===== config.mk =====
export PLATFORM = sky130hd
export DESIGN_NAME = csa_row_mult
export DESIGN_NICKNAME = d
export VERILOG_FILES = /design/src/rtl/csa_row_mult_pkg.sv /design/src/rtl/csa_pp_row.sv /design/src/rtl/csa_row_mult.sv
export SDC_FILE = /design/constraint.sdc
export NUM_CORES = 1
export LEC_CHECK = 0
export CAP_MARGIN = 30
export CORE_UTILIZATION = 39
export CTS_BUF_LIST = sky130_fd_sc_hd__clkbuf_16
export DETAILED_ROUTE_END_ITERATION = 6
export PLACE_DENSITY_LB_ADDON = 0.25
export SLEW_MARGIN = 0
export SYNTH_ARGS = -nofsm -noshare
export SYNTH_HDL_FRONTEND = slang
export SYNTH_SLANG_ARGS = --single-unit

===== constraint.sdc =====
create_clock -name clk -period 2.06 [get_ports clk]
set_clock_uncertainty 0.05 [all_clocks]
set_input_delay 0.309 -clock clk [delete_from_list [all_inputs] [get_ports clk]]
set_output_delay 0.309 -clock clk [all_outputs]
set_load 0.05 [all_outputs]

===== src/rtl/csa_row_mult_pkg.sv =====
// Shared types and defaults for the carry-save row multiplier.
// Holds the FSM state enum and the default operand width.
package csa_row_mult_pkg;

  localparam int WIDTH_DEF = 8;

  typedef enum logic [1:0] {
    IDLE,
    ACCUM,
    RESOLVE,
    DONE
  } state_t;

endpackage


===== src/rtl/csa_pp_row.sv =====
// One AND-gated carry-save row: pp = (a & b_bit) ^ inv, then 3:2 compress.
// Ports: a, b_bit, inv (pp bit inversion), s_in, c_in -> s_out, c_out.
module csa_pp_row
  import csa_row_mult_pkg::*;
#(
  parameter int WIDTH = WIDTH_DEF
) (
  input  logic [WIDTH-1:0] a,
  input  logic             b_bit,
  input  logic [WIDTH-1:0] inv,
  input  logic [WIDTH-1:0] s_in,
  input  logic [WIDTH-1:0] c_in,
  output logic [WIDTH-1:0] s_out,
  output logic [WIDTH-1:0] c_out
);

  logic [WIDTH-1:0] pp;

  assign pp    = (a & {WIDTH{b_bit}}) ^ inv;
  assign s_out = pp ^ s_in ^ c_in;
  assign c_out = (pp & s_in) | (pp & c_in) | (s_in & c_in);

endmodule


===== src/rtl/csa_row_mult.sv =====
// Sequential carry-save multiplier: one partial-product row per cycle,
// final carry-propagate add in RESOLVE, valid/ready on both sides.
// Ports: clk, rst_n (sync, active-low), in_valid/in_ready, a, b,
// out_valid/out_ready, p. Macro CSA_ROW_MULT_SIGNED_EN adds tc
// (two's complement operands, Baugh-Wooley).
module csa_row_mult
  import csa_row_mult_pkg::*;
#(
  parameter int WIDTH = WIDTH_DEF
) (
  input  logic               clk,
  input  logic               rst_n,
  input  logic               in_valid,
  output logic               in_ready,
  input  logic [WIDTH-1:0]   a,
  input  logic [WIDTH-1:0]   b,
`ifdef CSA_ROW_MULT_SIGNED_EN
  input  logic               tc,
`endif
  output logic               out_valid,
  input  logic               out_ready,
  output logic [2*WIDTH-1:0] p
);

  localparam int CW = $clog2(WIDTH);
  localparam logic [CW-1:0] LAST = CW'(WIDTH - 1);
  localparam logic [WIDTH-1:0] MSB = WIDTH'(1) << (WIDTH - 1);

  state_t state_q;
  state_t state_d;

  logic [WIDTH-1:0]   a_q;
  logic [WIDTH-1:0]   b_q;
  logic [WIDTH-1:0]   s_q;
  logic [WIDTH-1:0]   c_q;
  logic [CW-1:0]      cnt_q;
  logic [2*WIDTH-1:0] p_q;
  logic [WIDTH-1:0]   row_s;
  logic [WIDTH-1:0]   row_c;
  logic [WIDTH-1:0]   inv;
  logic [WIDTH-1:0]   corr;

`ifdef CSA_ROW_MULT_SIGNED_EN
  logic tc_q;

  // Baugh-Wooley: invert the sign-column bit of rows 0..W-2 and the
  // non-sign bits of the last row; the missing 2^W + 2^(2W-1) is
  // added into the high half at RESOLVE.
  always_comb begin
    inv  = '0;
    corr = '0;
    if (tc_q) begin
      inv  = (cnt_q == LAST) ? ~MSB : MSB;
      corr = MSB | WIDTH'(1);
    end
  end
`else
  assign inv  = '0;
  assign corr = '0;
`endif

  csa_pp_row #(
    .WIDTH(WIDTH)
  ) u_row (
    .a    (a_q),
    .b_bit(b_q[cnt_q]),
    .inv  (inv),
    .s_in (s_q),
    .c_in (c_q),
    .s_out(row_s),
    .c_out(row_c)
  );

  always_comb begin
    state_d = state_q;
    unique case (state_q)
      IDLE:    if (in_valid) state_d = ACCUM;
      ACCUM:   if (cnt_q == LAST) state_d = RESOLVE;
      RESOLVE: state_d = DONE;
      DONE:    if (out_ready) state_d = IDLE;
      default: state_d = IDLE;
    endcase
  end

  always_ff @(posedge clk) begin
    if (!rst_n) begin
      state_q <= IDLE;
      a_q     <= '0;
      b_q     <= '0;
      s_q     <= '0;
      c_q     <= '0;
      cnt_q   <= '0;
      p_q     <= '0;
`ifdef CSA_ROW_MULT_SIGNED_EN
      tc_q    <= 1'b0;
`endif
    end else begin
      state_q <= state_d;
      unique case (state_q)
        IDLE: begin
          if (in_valid) begin
            a_q   <= a;
            b_q   <= b;
            s_q   <= '0;
            c_q   <= '0;
            cnt_q <= '0;
`ifdef CSA_ROW_MULT_SIGNED_EN
            tc_q  <= tc;
`endif
          end
        end
        ACCUM: begin
          // Sum bit 0 is final; shift the window one weight up.
          s_q   <= {1'b0, row_s[WIDTH-1:1]};
          c_q   <= row_c;
          p_q[WIDTH-1:0] <= {row_s[0], p_q[WIDTH-1:1]};
          cnt_q <= cnt_q + CW'(1);
        end
        RESOLVE: p_q[2*WIDTH-1:WIDTH] <= s_q + c_q + corr;
        default: ;
      endcase
    end
  end

  assign in_ready  = (state_q == IDLE);
  assign out_valid = (state_q == DONE);
  assign p         = p_q;

endmodule

# Word level (Yosys, flattened, before mapping)
# Index checks and enable logic that the tools add are counted.
word_totals:
  elab_cells: 42
  out_inout_bits: 18
  reg_bits: 53
  input_bits: 20
op_classes:
  eq_ne: 7
  n_addsub: 2
  n_lt_le_gt_ge: 1
  n_mux: 11
  reduce_logical: 5
  n_bitwise: 8
ops:
  columns: ["cell", "n"]
  rows:
  - ["$and 8x8->8", 4]
  - ["$pmux 8 s2", 2]
  - ["$or 8x8->8", 2]
  - ["$xor 8x8->8", 2]
  - ["$add 8x8->8", 1]
  - ["$mux 8", 1]
  - ["$pmux 2 s4", 1]
  - ["$mux 2", 3]
  - ["$pmux 3 s2", 1]
  - ["$eq 2x2->1 const B", 2]
  - ["$lt 3x4->1 const B", 1]
  - ["$ne 2x2->1 const B", 2]
  - ["$reduce_and 2->1", 2]
  - ["$add 3x1->3 const B", 1]
  - ["$bmux 1 s3", 1]
  - ["$eq 3x3->1 const B", 1]
  - ["$mux 3", 1]
  - ["$reduce_and 3->1", 1]
  - ["$eq 2x1->1 const B", 1]
  - ["$logic_not 2->1", 1]
  - ["$ne 2x1->1 const B", 1]
  - ["$reduce_bool 2->1", 1]
  - ["$mux 1", 1]

# Longest topological paths before layout
# Gate-level depths: netlist of the first run.
logic_depth:
  depth_word: 7
  mapped_depth: 7
  depth_no_buf: 7

# Cells and area by module
# Synthesis of the first run repeated with hierarchy kept, for this count alone.
unflattened:
  hier_cells: 308
  hier_area_um2: 2786.4
modules_own_cells:
  columns: ["mod", "instances", "area_each_um2", "cells_each", "seq_area_each_um2"]
  rows:
  - ["csa_row_mult", 1, 2401.1, 251, 1041.0]
  - ["csa_pp_row", 1, 385.4, 57, 0.0]

# Worst setup path after synthesis of the first run
# OpenSTA, ideal clock, no wires.
synth_timing:
  path_type: "flip-flop to flip-flop"
  from: "reg cnt_q[0]"
  to: "reg p_q[7] (netlist: p[7])"
  period_less_slack_ps: 2169
  arrival_time_ps: 2001
  required_ps: 1893
  setup_ps: 117
  path_slack_ps: -109
  stages_incl_launch_ff: 7
  path_buffers: 0
  cell_sequence: "dfxtp_1 > mux4_1 > mux2_4 > and2_1 > fa_1 > mux2i_1 > nor2b_1"
synth_via:
  elab_chain_len: 5
synth_rtl:
  columns: ["element", "line_no", "source"]
  rows:
  - ["start: declaration", "csa_row_mult.sv:36", "logic [CW-1:0] cnt_q;"]
  - ["start signal: assignment", "csa_row_mult.sv:117", "cnt_q <= cnt_q + CW'(1);"]
  - ["$bmux 1 s3", "csa_row_mult.sv:66", ".b_bit(b_q[cnt_q]),"]
  - ["$mux 1 (not written as such)", "csa_row_mult.sv:66", null]
  - ["$and 8x8->8", "csa_pp_row.sv:19", "assign pp = (a & {WIDTH{b_bit}}) ^ inv;"]
  - ["$xor 8x8->8 (2 in series)", "csa_pp_row.sv:20", "assign s_out = pp ^ s_in ^ c_in;"]
  - ["named net row_s[0]", "csa_row_mult.sv:38", "logic [WIDTH-1:0] row_s;"]
  - ["end signal: indexed assignment", "csa_row_mult.sv:116", "p_q[WIDTH-1:0] <= {row_s[0], p_q[WIDTH-1:1]};"]
  - ["end signal: indexed assignment", "csa_row_mult.sv:119", "RESOLVE: p_q[2*WIDTH-1:WIDTH] <= s_q + c_q + corr;"]
  - ["end: declaration", "csa_row_mult.sv:37", "logic [2*WIDTH-1:0] p_q;"]
# The timed path passes the listed nets, and every way through them passes these cells. The select of a mux whose other input is x is not followed.
# A chain may end at the register's enable or synchronous reset.

# Worst setup path after layout of the first run
# Ends and elaborated chain as after synthesis.

==> results of run 1 <==
[placed cells by master (no fill, tap or decap), types with 9 or more instances in the layout]
cell type and n:
a21boi_1 17, and2_1 16, buf_4 9, clkdlybuf4s50_1 35, dfxtp_1 51, ha_1 14
inv_1 20, mux2i_1 10, nand2_1 59, nor2b_1 18, o21ai_1 13
[worst min-delay path by stage]
| stage | start | end | slack (ns) | depth (start not counted) |
|---|---|---|---|---|
| floorplan | a_q[7] | a_q[7] | 0.38 | 2 |
| global placement | b_q[7] | b_q[7] | 0.40 | 2 |
| detailed placement | a_q[1] | a_q[1] | 0.40 | 2 |
| CTS | a_q[1] | a_q[1] | 0.41 | 2 |
| global route | a_q[1] | a_q[1] | 0.42 | 2 |
| finish | a_q[1] | a_q[1] | 0.40 | 2 |
[repair_timing]
action | 4_1_cts | 5_1_grt
pin swaps | 0 | 2
setup endpoints to repair | 2 | 10
resized for setup | 0 | 2
[worst min-delay path, cell delays in order, from the launching register on]
cell and delay [ns]:
dfxtp_1 0.31, nand2_1 0.05, a21boi_1 0.05
[layer usage]
metal  vias up  global-route usage (%)  routed length (um)
met5         -                       0                   0
met4         0                    5.64                  68
met3         6                    3.36                 169
met2        42                    22.7                2090
met1       891                    21.9                2610
li1       1052                       -                   -
[through the flow]
stage               total power [mW]  setup TNS [ns]  hold slack, ns  utilization [%]
CTS                             3.10         -0.0522           0.408             50.8
finish                          3.10         -0.0280           0.403             51.1
global route                    3.28          -0.503           0.422             51.1
detailed placement              2.18         -0.0405           0.398             48.3
global placement                2.16        -0.00677           0.397             48.3
floorplan                       1.87               0           0.380                -
[sequential cells by signal, summed over array words and instances, names as in the netlist]
name and count:
cnt_q 3, b_q 8, p 16, s_q 7, c_q 8, a_q 8
state_q 2
[power by group]
part	total, mW	internal, mW	switching [mW]
Sequential	1.17	1.11	0.0667
Combinational	0.994	0.409	0.585
Clock	0.930	0.567	0.363
[cells in the mapped netlist]
| cell | n | area (um2) |
|---|---|---|
| nand2_1 | 59 | 221 |
| dfxtp_1 | 52 | 1040 |
| inv_1 | 19 | 71.3 |
| nor2b_1 | 18 | 113 |
| a21boi_1 | 17 | 128 |
| and2_1 | 17 | 106 |
| ha_1 | 14 | 175 |
| o21ai_1 | 13 | 65.1 |
| mux2i_1 | 10 | 100 |
| clkbuf_1 | 9 | 33.8 |
| fa_1 | 8 | 160 |
| a21oi_1 | 6 | 30.0 |
| nand3_1 | 6 | 30.0 |
| a22oi_1 | 5 | 37.5 |
| buf_2 | 3 | 15.0 |
| nor2_1 | 3 | 11.3 |
| o21ai_0 | 3 | 15.0 |
| and3_1 | 2 | 12.5 |
| mux4_1 | 2 | 52.6 |
| nor3_1 | 2 | 10.0 |
| o2111ai_1 | 2 | 17.5 |
| o211a_1 | 2 | 20.0 |
| o311ai_1 | 2 | 17.5 |
| or3_1 | 2 | 12.5 |
| a211oi_1 | 1 | 7.51 |
| a21o_1 | 1 | 7.51 |
| a31oi_1 | 1 | 6.26 |
| a41o_1 | 1 | 10.0 |
| buf_1 | 1 | 3.75 |
| inv_2 | 1 | 3.75 |
| mux2_4 | 1 | 15.0 |
| mux2i_2 | 1 | 13.8 |
| nand2b_1 | 1 | 6.26 |
| nand4b_1 | 1 | 8.76 |
| nor3b_1 | 1 | 7.51 |
| o211ai_1 | 1 | 7.51 |
| o21a_1 | 1 | 7.51 |
| o221a_2 | 1 | 11.3 |
| o31a_1 | 1 | 8.76 |
[logic make-up after synthesis]
kind of cell	Yosys count	share of synthesized area [%]
AOI/OAI and AO/OA	58	15.1
and+or+nand+nor	112	20.6
muxes	14	6.92
DFF	52	39.7
buffers and inverters	33	4.87
adders and majority gates	22	12.8
[area by class of cell]
type,instances,area [um2]
clock buffers,5,125
clock inverters,3,38.8
fillers,625,3140
inverters,20,75.1
multi-input cells,206,1460
flip-flops and latches,52,1040
well taps,77,96.3
repair buffers,45,438
==> flow_metrics.tcl, run 1 <==
set metrics [dict create \
    wl_per_cell_um 12.1 \
    antenna_found_initial 0 \
    maxSlewViolCount 0 \
    worstSetupPathType "flop to flop" \
    status "finished with violations" \
    holdBufCountCts 0 \
    start_util_pct 40.8 \
    synth.cell_area_um2 2620 \
    layout.cells.non_filler 408 \
    worstPathMaxFanout 8 \
    row_count 29 \
    critPathRequiredTime_ns 2.20 \
    dp_hpwl_mm 3.50 \
    setup-violations-final 1 \
    tightestPinTransition_ns 0.575 \
    crit_chain "mux4_2 > mux2_4 > and2_4 > fa_1 > mux2i_1 > nor2b_1" \
    r2r_start "cnt_q[0]" \
    hold_viol 0 \
    dp_slack_ns -0.0405 \
    tritoncts "built" \
    antenna_cells 0 \
    coreArea_um2 6420 \
    r2r_slack_ns -0.03 \
    rr_worst_depth 6 \
    cpPeakStageDelay_ns 0.48 \
    synth_fp_nets 333 \
    cp.depth 6 \
    ys_ff_latch 52 \
    critPathCapture "p[7]" \
    grt_pass1_vias 1910 \
    overflow 0 \
    critPathLaunch "cnt_q[0]" \
    ir_drop_mv 0.445 \
    cts-buffers-inserted 5 \
    drive_above_1_share_pct 7.85 \
    r2r_end "p[7]" \
    gp_congestion 0.804 \
    fin_crit_sh_pct 101 \
    grtUsageTotal_pct 15.4 \
    min_path_type "flop to flop" \
    ioPinCount 38 \
    setup_ws_ns -0.0280 \
    via_count 1991 \
    cts_root_buffer "clkbuf_16" \
    clock_path_buffers 2 \
    ant_nets 0 \
    grt_max_degree 34 \
    placedCellCount 400 \
    die_h_um 84.0 \
    worstPathArrival_ns 2.22 \
    power_density_nw_per_um2 945 \
    critPathBufInv 0 \
    ys_types 39 \
    io_buffers 37 \
    placed_area_um2 3100 \
    ys_warn_count 0 \
    fin_area_um2 3280 \
    dieArea_um2 7050 \
    ys_seq_area_share_pct 39.7 \
    drt_iter0_markers 60 \
    cpMaxStageDelayCell "mux4_2" \
    syn2layout_area_growth_pct 25.1 \
    viasPerCell 4.88 \
    syn_avg_cell_area_um2 9.01 \
    die_x_um 84.0 \
    clk_latency_ns 0.29 \
    cp-end-kind "flop" \
    critPathTopFamily "multiplexers" \
    clkSinkCount 52 \
    cts-htree-levels 2 \
    violations "DRC, setup timing" \
    drc 3 \
    grt_first_pass_wirelength_mm 8.84 \
    syn_inst 291 \
    slew_headroom_pct 60.9 \
    firstDrtPassIters 6 \
    leakage_nw 1.23 \
    rsz0062_at_grt "true" \
    cts.clk_slew.worst_paths_ns 0.07 \
    cts_setup_buffers 0 \
    maxCapViolations 0 \
    start_kind "flop" \
    max_freq_mhz 479 \
    fin_crit_ns 2.09 \
    nets 372 \
    wl_mm 4.94 \
]
Note: power is estimated with default switching activity, not from simulation.
==> run 2, diff against run 1 <==
- CORE_MARGIN: default -> 2
- CTS_CLUSTER_DIAMETER: default -> 60
==> flow_metrics.tcl, run 2 (synthesis gave the netlist of run 1 again) <==
set metrics [dict create \
    violations "setup timing" \
    cts.clk_slew.worst_paths_ns 0.07 \
    status "finished with violations" \
    nets 372 \
    critPathRequiredTime_ns 2.24 \
    fin_area_um2 3260 \
    syn2layout_area_growth_pct 24.5 \
    tightestPinTransition_ns 0.992 \
    slew_headroom_pct 32.5 \
    holdBufCountCts 0 \
    io_buffers 37 \
    grt_first_pass_wirelength_mm 8.73 \
    firstDrtPassIters 4 \
    clkSinkCount 52 \
    start_util_pct 40.8 \
    placed_area_um2 3090 \
    grt_use_met2_pct 22.2 \
    via_count 2022 \
    grt_pass1_vias 1912 \
    grtUsageTotal_pct 14.6 \
    fin_crit_ns 2.11 \
    dieArea_um2 7390 \
    busiest_layer "met2" \
    rsz0062_at_grt "true" \
    fin_crit_sh_pct 102 \
    cp-end-kind "flop" \
    antenna_cells 0 \
    min_path_type "flop to flop" \
    cts_setup_buffers 0 \
    setup-violations-final 2 \
    grt_util_met1_pct 20.4 \
    tritoncts "built" \
    leakage_nw 1.21 \
    worstSetupPathType "flop to flop" \
    gp_congestion 0.848 \
    worstPathArrival_ns 2.29 \
    die_x_um 86.0 \
    antenna_found_initial 0 \
    grt_max_degree 27 \
    ant_nets 0 \
    worstPathMaxFanout 8 \
    coreArea_um2 6420 \
    maxCapViolations 0 \
    post-route-util_pct 50.8 \
    use_met3_pct 3.75 \
    start_kind "flop" \
    largest_register_ffs 16 \
    clock_path_buffers 2 \
    dp_hpwl_mm 3.67 \
    max_freq_mhz 474 \
    hold_viol 0 \
    row_count 29 \
    maxSlewViolCount 0 \
    clk_latency_ns 0.29 \
    cts-buffers-inserted 5 \
    overflow 0 \
    wl_mm 5.00 \
    cts-htree-levels 2 \
    drc 0 \
    setup_ws_ns -0.0477 \
    ioPinCount 38 \
    viasPerCell 4.96 \
    drt_iter0_markers 56 \
    wl_per_cell_um 12.2 \
    final_common_cell "nand2_1" \
    ir_drop_mv 0.493 \
    power_density_nw_per_um2 933 \
    cts_root_buffer "clkbuf_16" \
    die_h_um 86.0 \
    dp_slack_ns -0.0237 \
    layout_common_cells "nand2_1 (59), dfxtp_1 (51), clkdlybuf4s50_1 (35)" \
    drive_above_1_share_pct 8.16 \
    tns_ns -0.0490 \
]
[run 2: path summary, 6_finish.rpt]
check | from | to | slack [ns] | cells after the start
worst max-delay path | cnt_q[0] | p[7] | -0.05 | 6
worst min register to register | a_q[0] | a_q[0] | 0.41 | 2
worst min-delay path | a_q[0] | a_q[0] | 0.41 | 2
worst max register to register | cnt_q[0] | p[7] | -0.05 | 6
[run 2: layout make-up]
cell class | instances | area [um2]
multi-input combinational | 206 | 1460
clock buffer | 5 | 125
tap | 77 | 96.3
timing repair buffer | 45 | 425
inverter | 20 | 75.1
sequential | 52 | 1040
fill | 630 | 3160
clock inverter | 3 | 42.5
[run 2: metrics by stage]
stage               cells  total power, mW  hold slack [ns]
finish                408             3.05            0.406
global route          408             3.24            0.434
CTS                   408             3.09            0.409
detailed placement    400             2.14            0.399
global placement      400             2.13            0.398
floorplan             291             1.87            0.380
[run 2: what timing repair did]
action | in CTS | in global routing
pin swaps | 0 | 1
resized for setup | 0 | 2
endpoints found under the setup margin | 3 | 19
[run 2: metal layers]
layer	part of all wire [%]	vias to the layer above
met1	52	923
met2	43	41
met5	0	-
met3	4.5	4
met4	0.94	0
li1	-	1054
[run 2: critical path, stage by stage (launching register included)]
cell	delay [ns]
dfxtp_4	0.36
mux4_2	0.48
mux2_4	0.32
and2_4	0.15
fa_2	0.51
mux2i_1	0.06
nor2b_1	0.11
[run 2: power breakdown]
part           total, mW  switching (mW)  internal [mW]
Sequential          1.18          0.0681           1.11
Combinational      0.933           0.566          0.367
Clock              0.938           0.367          0.571
Total               3.05            1.00           2.05
==> run 3, diff against run 2 <==
--- a/constraint.sdc
+++ b/constraint.sdc
@@ -3,3 +3,3 @@
 set_input_delay 0.309 -clock clk [delete_from_list [all_inputs] [get_ports clk]]
 set_output_delay 0.309 -clock clk [all_outputs]
-set_load 0.05 [all_outputs]
+set_load 0.1 [all_outputs]
==> flow_metrics.tcl, run 3 (synthesis gave the netlist of run 1 again) <==
set metrics [dict create \
    setup-violations-final 1 \
    antenna_cells 0 \
    leakage_nw 1.24 \
    nets 372 \
    dieArea_um2 7390 \
    tritoncts "built" \
    cts-htree-levels 2 \
    ant_nets 0 \
    fin_crit_ns 2.08 \
    die_h_um 86.0 \
    clk_latency_ns 0.29 \
    die_x_um 86.0 \
    holdBufCountCts 0 \
    critPathLaunch "cnt_q[0]" \
    critPathRequiredTime_ns 2.19 \
    dp_hpwl_mm 3.64 \
    cp-end-kind "flop" \
    wl_per_cell_um 12.2 \
    cts.clk_slew.worst_paths_ns 0.06 \
    worstPathMaxFanout 8 \
    violations "setup timing" \
    rsz0062_at_grt "true" \
    start_util_pct 40.8 \
    gp_congestion 0.802 \
    clkSinkCount 52 \
    ioPinCount 38 \
    drt_iter0_markers 55 \
    maxCapViolations 0 \
    grt_pass1_vias 1971 \
    hold_slack_ns 0.403 \
    maxSlewViolCount 0 \
    power_density_nw_per_um2 948 \
    coreArea_um2 6420 \
    hp-start "b_q[3]" \
    antenna_found_initial 0 \
    min_path_type "flop to flop" \
    row_count 29 \
    clock_path_buffers 2 \
    worstSetupPathType "flop to flop" \
    viasPerCell 4.98 \
    worstPathArrival_ns 2.22 \
    syn2layout_area_growth_pct 23.6 \
    fin_crit_sh_pct 101 \
    cts-buffers-inserted 5 \
    wl_mm 4.96 \
    firstDrtPassIters 4 \
    overflow 0 \
    setup_ws_ns -0.0250 \
    max_freq_mhz 480 \
    via_count 2028 \
    ir_drop_mv 0.444 \
    drc 0 \
    grtUsageTotal_pct 14.6 \
    dp_slack_ns -0.0359 \
    grt_max_degree 26 \
    largest_register_ffs 16 \
    layout_common_cells "nand2_1 (59), dfxtp_1 (51), buf_4 (24)" \
    cts_root_buffer "clkbuf_16" \
    p_total_mw 3.07 \
    hold_viol 0 \
    start_kind "flop" \
    status "finished with violations" \
    final_common_cell "nand2_1" \
    r2r_start "cnt_q[0]" \
    tns_ns -0.0250 \
    tightestPinTransition_ns 0.603 \
    drive_above_1_share_pct 13.0 \
    io_buffers 37 \
    slew_headroom_pct 58.9 \
    grt_first_pass_wirelength_mm 8.74 \
]
[run 3: final timing paths]
path / to / slack, ns / depth (start not counted)
setup / recovery: p[7] / -0.02 / 6
hold / removal: b_q[3] / 0.40 / 2
setup reg to reg: p[7] / -0.02 / 6
hold reg to reg: b_q[3] / 0.40 / 2
[run 3: where the power goes]
group | total (mW) | internal [mW] | leakage, nW | switching [mW]
Clock | 0.780 | 0.435 | 0.0648 | 0.345
Sequential | 1.18 | 1.11 | 0.422 | 0.0668
Combinational | 1.12 | 0.425 | 0.750 | 0.693
[run 3: routing by layer]
layer  up-vias  routed length [um]  share of wire, %  GRT usage, %
li1       1057                   -                 -             -
met1       920                2540                51          19.8
met2        42                2130                43          22.8
met3         9                 209               4.2          3.46
met4         0                  84               1.7          5.34
met5         -                   0                 0             0
[run 3: layout make-up]
cell class | count | area, um2
Fill cell | 603 | 3180
Multi-Input combinational cell | 206 | 1480
Sequential cell | 52 | 1040
Timing Repair Buffer | 45 | 410
Clock buffer | 5 | 125
Tap cell | 77 | 96.3
Inverter | 20 | 75.1
Clock inverter | 2 | 7.51
[run 3: critical path, stage by stage (launching register included)]
cell	delay, ns
dfxtp_4	0.36
mux4_2	0.48
mux2_4	0.32
and2_4	0.15
fa_1	0.42
mux2i_1	0.14
nor2b_1	0.06
[run 3: per-stage QoR]
step           instance area (um2)  util (%)  cells
3_5_place_dp                  3080      47.9    400
4_1_cts                       3220      50.1    407
3_3_place_gp                  3080      47.9    400
2_1_floorplan                 2620         -    291
6_report                      3240      50.5    407
5_1_grt                       3240      50.5    407
[run 3: what timing repair did]
action,in CTS,in global routing
buffers inserted,0,0
pin swaps,0,2
gates resized for setup,1,3
setup endpoints to repair,3,9
